`src/rtl/jtgng_ram_rdstream.sv`:
```
// Streams a block of consecutive RAM words onto a valid/ready interface.
// A two-entry skid FIFO absorbs the one-clock RAM read latency under back-pressure.
module jtgng_ram_rdstream #(
   parameter int dw = 8,
   parameter int aw = 10
) (
   input  logic          clk,
   input  logic          rst_n,
   input  logic          start,
   input  logic [aw-1:0] base_addr,
   input  logic [aw-1:0] len,
   input  logic          abort,
   output logic [aw-1:0] ram_addr,
   input  logic [dw-1:0] ram_q,
   output logic [dw-1:0] dout,
   output logic          dout_valid,
   input  logic          dout_ready,
   output logic          busy,
   output logic          done
);

   typedef enum logic [1:0] {IDLE, RUN, DRAIN} state_t;

   state_t        state, state_nx;
   logic [aw-1:0] len_r;
   logic [aw:0]   issue_cnt, pop_cnt;
   logic          rd_pend;
   logic [dw-1:0] fifo [2];
   logic          wr_ptr, rd_ptr;
   logic [1:0]    fifo_cnt;
   logic          pop, issue, last_issue, last_pop, accept, flush;

   assign dout_valid = (fifo_cnt != 2'd0);
   assign dout       = fifo[rd_ptr];
   assign busy       = (state != IDLE);
   assign pop        = dout_valid & dout_ready;
   assign accept     = (state == IDLE) & start & ~abort;
   assign flush      = (state != IDLE) & abort;

   // Count the in-flight word and credit this cycle's pop so reads resume immediately.
   assign issue      = (state == RUN) && !abort &&
                       (({1'b0, fifo_cnt} + {2'b00, rd_pend}) < (3'd2 + {2'b00, pop}));
   assign last_issue = issue && (issue_cnt == {1'b0, len_r});
   assign last_pop   = pop && (state == DRAIN) && !abort && (pop_cnt == {1'b0, len_r});

   always_ff @(posedge clk or negedge rst_n) begin
      if (!rst_n) state <= IDLE;
      else        state <= state_nx;
   end

   always_comb begin
      state_nx = state;
      case (state)
         IDLE:    if (accept) state_nx = RUN;
         RUN:     if (abort) state_nx = IDLE;
                  else if (last_issue) state_nx = DRAIN;
         DRAIN:   if (abort || last_pop) state_nx = IDLE;
         default: state_nx = IDLE;
      endcase
   end

   always_ff @(posedge clk or negedge rst_n) begin
      if (!rst_n) begin
         len_r     <= '0;
         ram_addr  <= '0;
         issue_cnt <= '0;
         pop_cnt   <= '0;
         rd_pend   <= 1'b0;
         done      <= 1'b0;
      end else begin
         rd_pend <= issue;
         done    <= last_pop;
         if (accept) begin
            len_r     <= len;
            ram_addr  <= base_addr;
            issue_cnt <= '0;
            pop_cnt   <= '0;
         end else begin
            if (issue) begin
               ram_addr  <= ram_addr + aw'(1);
               issue_cnt <= issue_cnt + (aw+1)'(1);
            end
            if (pop) pop_cnt <= pop_cnt + (aw+1)'(1);
         end
      end
   end

   // Skid FIFO: rd_pend marks ram_q as holding a word to capture this cycle.
   always_ff @(posedge clk or negedge rst_n) begin
      if (!rst_n) begin
         fifo[0]  <= '0;
         fifo[1]  <= '0;
         wr_ptr   <= 1'b0;
         rd_ptr   <= 1'b0;
         fifo_cnt <= 2'd0;
      end else if (flush) begin
         wr_ptr   <= 1'b0;
         rd_ptr   <= 1'b0;
         fifo_cnt <= 2'd0;
      end else begin
         if (rd_pend) begin
            fifo[wr_ptr] <= ram_q;
            wr_ptr       <= ~wr_ptr;
         end
         if (pop) rd_ptr <= ~rd_ptr;
         fifo_cnt <= fifo_cnt + {1'b0, rd_pend} - {1'b0, pop};
      end
   end

endmodule

```
`config.mk`:
```
export PLATFORM = sky130hd
export DESIGN_NAME = jtgng_ram_rdstream
export DESIGN_NICKNAME = d
export VERILOG_FILES = /design/src/rtl/jtgng_ram_rdstream.sv
export SDC_FILE = /design/constraint.sdc
export NUM_CORES = 1
export LEC_CHECK = 0
export BUFFER_PORTS_ARGS = -buffer_cell sky130_fd_sc_hd__clkbuf_2
export CORE_UTILIZATION = 40
export DETAILED_ROUTE_END_ITERATION = 10
export HOLD_SLACK_MARGIN = 0.02
export PLACE_DENSITY = 0.71
export SYNTH_ARGS = -nofsm -noshare
export SYNTH_HDL_FRONTEND = slang
export SYNTH_SLANG_ARGS = --single-unit
```
`constraint.sdc`:
```
create_clock -name clk -period 2.9 [get_ports clk]
set_input_delay 0.29 -clock clk [delete_from_list [all_inputs] [get_ports clk]]
set_output_delay 0.29 -clock clk [all_outputs]
set_load 0.005 [all_outputs]
```
# Word-level counts from Yosys, hierarchy flattened
# Index checks and enable logic that the tools add are counted.
classes:
  n_eq_ne: 7
  order_cmp: 4
  n_bitwise: 10
  n_reduce_logical: 18
  n_mux: 22
  addsub: 7
ops:
  columns: ["operator", "count"]
  rows:
  - ["2-to-1 mux 11 bit", 4]
  - ["2-to-1 mux 8 bit", 4]
  - ["adder 11 x 1 -> 11 bit (second input constant)", 2]
  - ["== test 11 x 10 -> 1 bit", 2]
  - ["2-to-1 mux 10 bit", 2]
  - ["bitwise mux 16 bit", 1]
  - ["nonzero test 2 bit", 6]
  - ["adder 10 x 1 -> 10 bit (second input constant)", 1]
  - ["2-to-1 mux 2 bit", 5]
  - ["demux 8 bit (select 1 bit)", 1]
  - ["logical AND 1 bit", 7]
  - ["case mux 2 bit (3 select lines)", 1]
  - ["bitwise AND 1 bit", 4]
  - ["greater-or-equal comparator 2 bit (second input constant)", 2]
  - ["2-to-1 mux 1 bit", 4]
  - ["inverter 1 bit", 4]
  - ["inverter 1 -> 2 bit", 2]
  - ["adder 2 x 1 -> 3 bit", 1]
  - ["adder 2 x 1 -> 3 bit (first input constant)", 1]
  - ["< comparator 3 bit", 1]
  - ["inequality test 3 bit (second input constant)", 1]
  - ["AND reduction 3 bit", 1]
  - ["adder 2 x 1 -> 2 bit", 1]
  - ["== test 2 x 1 -> 1 bit (second input constant)", 1]
  - ["9 further kinds", 9]
totals:
  output_inout_bits: 21
  elab_cells: 80
  reg_bits: 66
  inputBits: 33

# Logic depth before layout (Yosys ltp)
logic_depth:
  word_depth: 9
  mapped_depth: 7
  mapped_depth_nobuf: 7

# Least setup slack after synthesis
# No wires, ideal clock.
synth_timing:
  path_kind: "flip-flop to flip-flop"
  from: "register rd_pend"
  to: "register issue_cnt[5]"
  path_stages_with_launch: 8
  setup_ps: 132
  setup_slack_ps: 1202
  period_less_slack_ps: 1698
  arrival_ps: 1566
  required_time_ps: 2768
  path_buffers: 0
  path_cell_list: "dfrtp_1 ha_1 ha_1 nand4b_1 nor2_1 nand4_1 xor2_1 nor2_1"
synth_via:
  elab_chain_len: 4
synth_lines:
  columns: ["item", "line", "text"]
  rows:
  - ["start: declaration", "27", "logic rd_pend;"]
  - ["start signal: assignment", "71", "rd_pend <= issue;"]
  - ["adder 2 x 1 -> 3 bit", "42", "(({1'b0, fifo_cnt} + {2'b00, rd_pend}) < (3'd2 + {2'b00, pop}));"]
  - ["< comparator 3 bit", "42", null]
  - ["logical AND 1 bit", "41", "assign issue = (state == RUN) && !abort &&"]
  - ["nonzero test 2 bit (no source line)", null, null]
  - ["end signal: assignment", "81", "issue_cnt <= issue_cnt + (aw+1)'(1);"]
  - ["end: declaration", "26", "logic [aw:0] issue_cnt, pop_cnt;"]
# No other way between the ends.
# A chain may end at the register's enable or synchronous reset.

# Final worst setup path
# Ends and elaborated chain as after synthesis.

==> flow_summary_export.csv <==
group,metric,value,unit
hold_path,min_path_cells,3,
power,ir_drop,0.0003156,V
routing,wl,6645,um
critical_path,rr_endpoint,"issue_cnt[5]",
floorplanning,die_area,8711,sq um
sta,fmax,0.5319,GHz
sta,finalSetupTns,0,ps
logic_synthesis,synth_cell_types,37,
finish,syn2layout_area_growth,18.07,%
critical_path,r2r_slack,1020,ps
hold_path,hp-class,"in2reg",
critical_path,end_kind,"register",
critical_path,worstSetupPathType,"reg2reg",
logic_synthesis,netlist_top_cells_area,"dfrtp_1 (49%), xor2_1 (8.4%), mux2_2 (8.1%)",
floorplanning,core-area,7888,sq um
flow_run,maxCapViolations,0,
global_routing,antenna_found_initial,0,
sta,hold_viol_final,0,
status,status,"finished clean",
global_routing,grt_pass1_vias,2386,
clock_tree,cts_tree,"yes",
power,leakage,1.870,nW
logic_synthesis,yosysSeqAreaShare,49.49,%
sta,rsz0062_at_grt,"false",
critical_path,worstSetupStartpointType,"register",
finish,final_area,3940,sq um
logic_synthesis,synth_area,3337,sq um
logic_synthesis,avgSynthCellArea,10.53,sq um
clock_tree,cts_setup_buffers,0,
critical_path,cp_max_fo,5,
critical_path,rr_worst_depth,7,
global_routing,grt_usage,17.06,%
sta,whs,136.8,ps
clock_tree,clock_sinks,66,
clock_tree,h-tree-depth,3,
routing,via_per_inst,5.031,
floorplanning,io_pins,54,
sta,post-route-period-util,64.83,%
place,gp_congestion,0.8463,
clock_tree,clk_pin_slew,80,ps
logic_synthesis,syn_nets,356,
sta,finalSetupViolations,0,
finish,layout-drive-gt1-share,28.42,%
place,hpwl,4671,um
floorplanning,fp.dieH,93.34,um
finish,utilization,49.95,%
hold_path,whs_endpoint,"len_r[8]",
critical_path,critPathTopFamily,"simple AND/OR/NAND/NOR gates",
clock_tree,ctsResizeCount,0,
logic_synthesis,yosys.area.top_type,"dfrtp_1",
global_routing,grt_max_degree,67,
critical_path,timing.rr.start,"rd_pend",
hold_path,hold_path.startpoint,"len[8]",
floorplanning,die_w,93.34,um
sta,tightest_slew,468.9,ps
place,dpl_cell_area,3705,sq um
logic_synthesis,synth_seq_cells,66,
finish,antenna_cells,0,
routing,wl_per_cell,13.79,um
routing,first_pass_iters,4,
power,powerDensity,768.3,nW/um^2
routing,drtIter0Drc,137,
logic_synthesis,yosys_warnings,0,
sta,drv_slew,0,
clock_tree,insertion_delay,350,ps
global_routing,grt_first_pass_wirelength,11310,um
place,port_buffers,53,
critical_path,cp_cell_sequence,"ha_1, ha_1, nand4b_1, nor2_1, nand4_1, xor2_1, nor2_1",
logic_synthesis,synth.top_cell.area_share,49.49,%
global_routing,overflow,0,
floorplanning,start_util,42.31,%
critical_path,cp.required,3130,ps
critical_path,critPathSlowestCell,"dfrtp_1",
clock_tree,cts_buffers,9,
clock_tree,ctsHoldBuffers,1,
critical_path,critical-path-max-stage-delay,440,ps
logic_synthesis,synth_cells,317,
critical_path,cp.arrival,2110,ps
finish,fin_nets,414,
routing,vias,2425,
clock_tree,clock_path_buffers,2,
power,p_total,0.003027,W
routing,drc,0,
floorplanning,rows,32,
critical_path,crit_buf_inv,0,
sta,skew,7.385,ps
clock_tree,cts_root_buffer,"clkbuf_8",
sta,slew_headroom,68.66,%
sta,min_period,1880,ps
routing,ant_nets,0,
placed cells by master (no fill, tap or decap), drive strengths merged, types with 2 or more instances in the layout:
cell,synthesis,routed
clkinvlp,0,2
and3,9,9
ha,6,6
mux2,24,24
dfrtp,66,66
nand4b,2,2
xnor2,15,15
bufinv,0,2
nor3,2,2
nor2,22,22
nand2,55,55
xor2,32,32
clkbuf,4,62
o21ai,19,19
buf,7,4
nand4,12,12
and2,3,3
a21oi,5,5
and4,2,2
nand3,12,12
or3b,2,2
nor4,4,4
mux2i,3,3
or3,4,4
or2,2,2
inv,1,3
cells in the mapped netlist:
cell / instances
nor3b_2: 1
inv_1: 1
nand3_1: 12
and3_1: 9
or3b_2: 1
ha_1: 6
o21ai_2: 3
dfrtp_1: 66
mux2_2: 24
buf_12: 1
o21ai_0: 14
or2_2: 1
xor2_1: 32
nor3_2: 2
nor2_8: 1
or3_1: 4
clkbuf_1: 4
or3b_1: 1
and2_4: 1
xnor2_1: 15
or2_1: 1
nand3b_1: 1
and2_1: 2
nand2_1: 55
nor2_1: 21
and4_1: 2
buf_2: 4
o21ai_1: 2
a21oi_1: 5
a21boi_0: 1
o21a_2: 1
nand4_1: 12
nand4b_1: 2
nor4_1: 4
mux2i_1: 3
buf_6: 1
buf_4: 1
cell families (layout without fill, tap and decap cells):
group	after synthesis	count (layout)	synth area share, %
buffers and inverters	12	75	2.325
adders and majority gates	6	6	2.250
and+or+nand+nor	133	133	20.17
xor gates and xnor gates	47	47	12.34
muxes	27	27	8.999
AOI/OAI and AO/OA	26	26	4.425
DFF	66	66	49.49
state kept, by name (all words and copies together) (netlist names):
name and cells:
fifo 16, wr_ptr 1, fifo_cnt 2, pop_cnt 11, ram_addr 10, issue_cnt 11, rd_ptr 1, rd_pend 1
done 1, state 2, len_r 10
power by group:
part           leakage, nW  internal (W)  switching [W]
sequential           0.851       0.00115       0.000230
combinational        0.913      0.000448       0.000323
clock                0.106      0.000491       0.000383
per-layer routing:
layer / global-route usage (%) / vias to the layer above / part of all wire, %
met5: 0 / - / 0
met4: 5.641 / 0 / 1.1
met3: 6.016 / 6 / 4.2
met2: 26.47 / 44 / 48
met1: 22.19 / 1175 / 47
li1: - / 1200 / -
through the flow:
stage	std cells	setup slack, ps
finish	482	1020
global route	482	895.2
CTS	482	1031
detailed placement	465	1054
global placement	465	1087
floorplan	317	1202
area by class of cell:
type | instances | area [sq um]
well taps | 102 | 127.6
repair buffers | 58 | 317.8
fillers | 723 | 3948
inverters | 1 | 3.754
clock inverters | 7 | 101.3
clock buffers | 9 | 123.9
multi-input cells | 239 | 1614
flip-flops and latches | 66 | 1652
worst register-to-register path, delay by kind of cell, from the launching register on:
kind                       cells  cell delay [ps]
DFF                            1              440
adders and majority gates      2              520
xor gates and xnor gates       1              160
and+or+nand+nor                4              660
worst max path at each step:
stage / from / endpoint / slack, ps / cells past startpoint
floorplan: rd_pend / issue_cnt[5] / 1200 / 7
global placement: rd_pend / issue_cnt[5] / 1090 / 7
detailed placement: rd_pend / issue_cnt[5] / 1050 / 7
CTS: rd_pend / issue_cnt[5] / 1030 / 7
global route: rd_pend / issue_cnt[5] / 900 / 7
finish: rd_pend / issue_cnt[5] / 1020 / 7
Power figures use the tool's default switching activity.
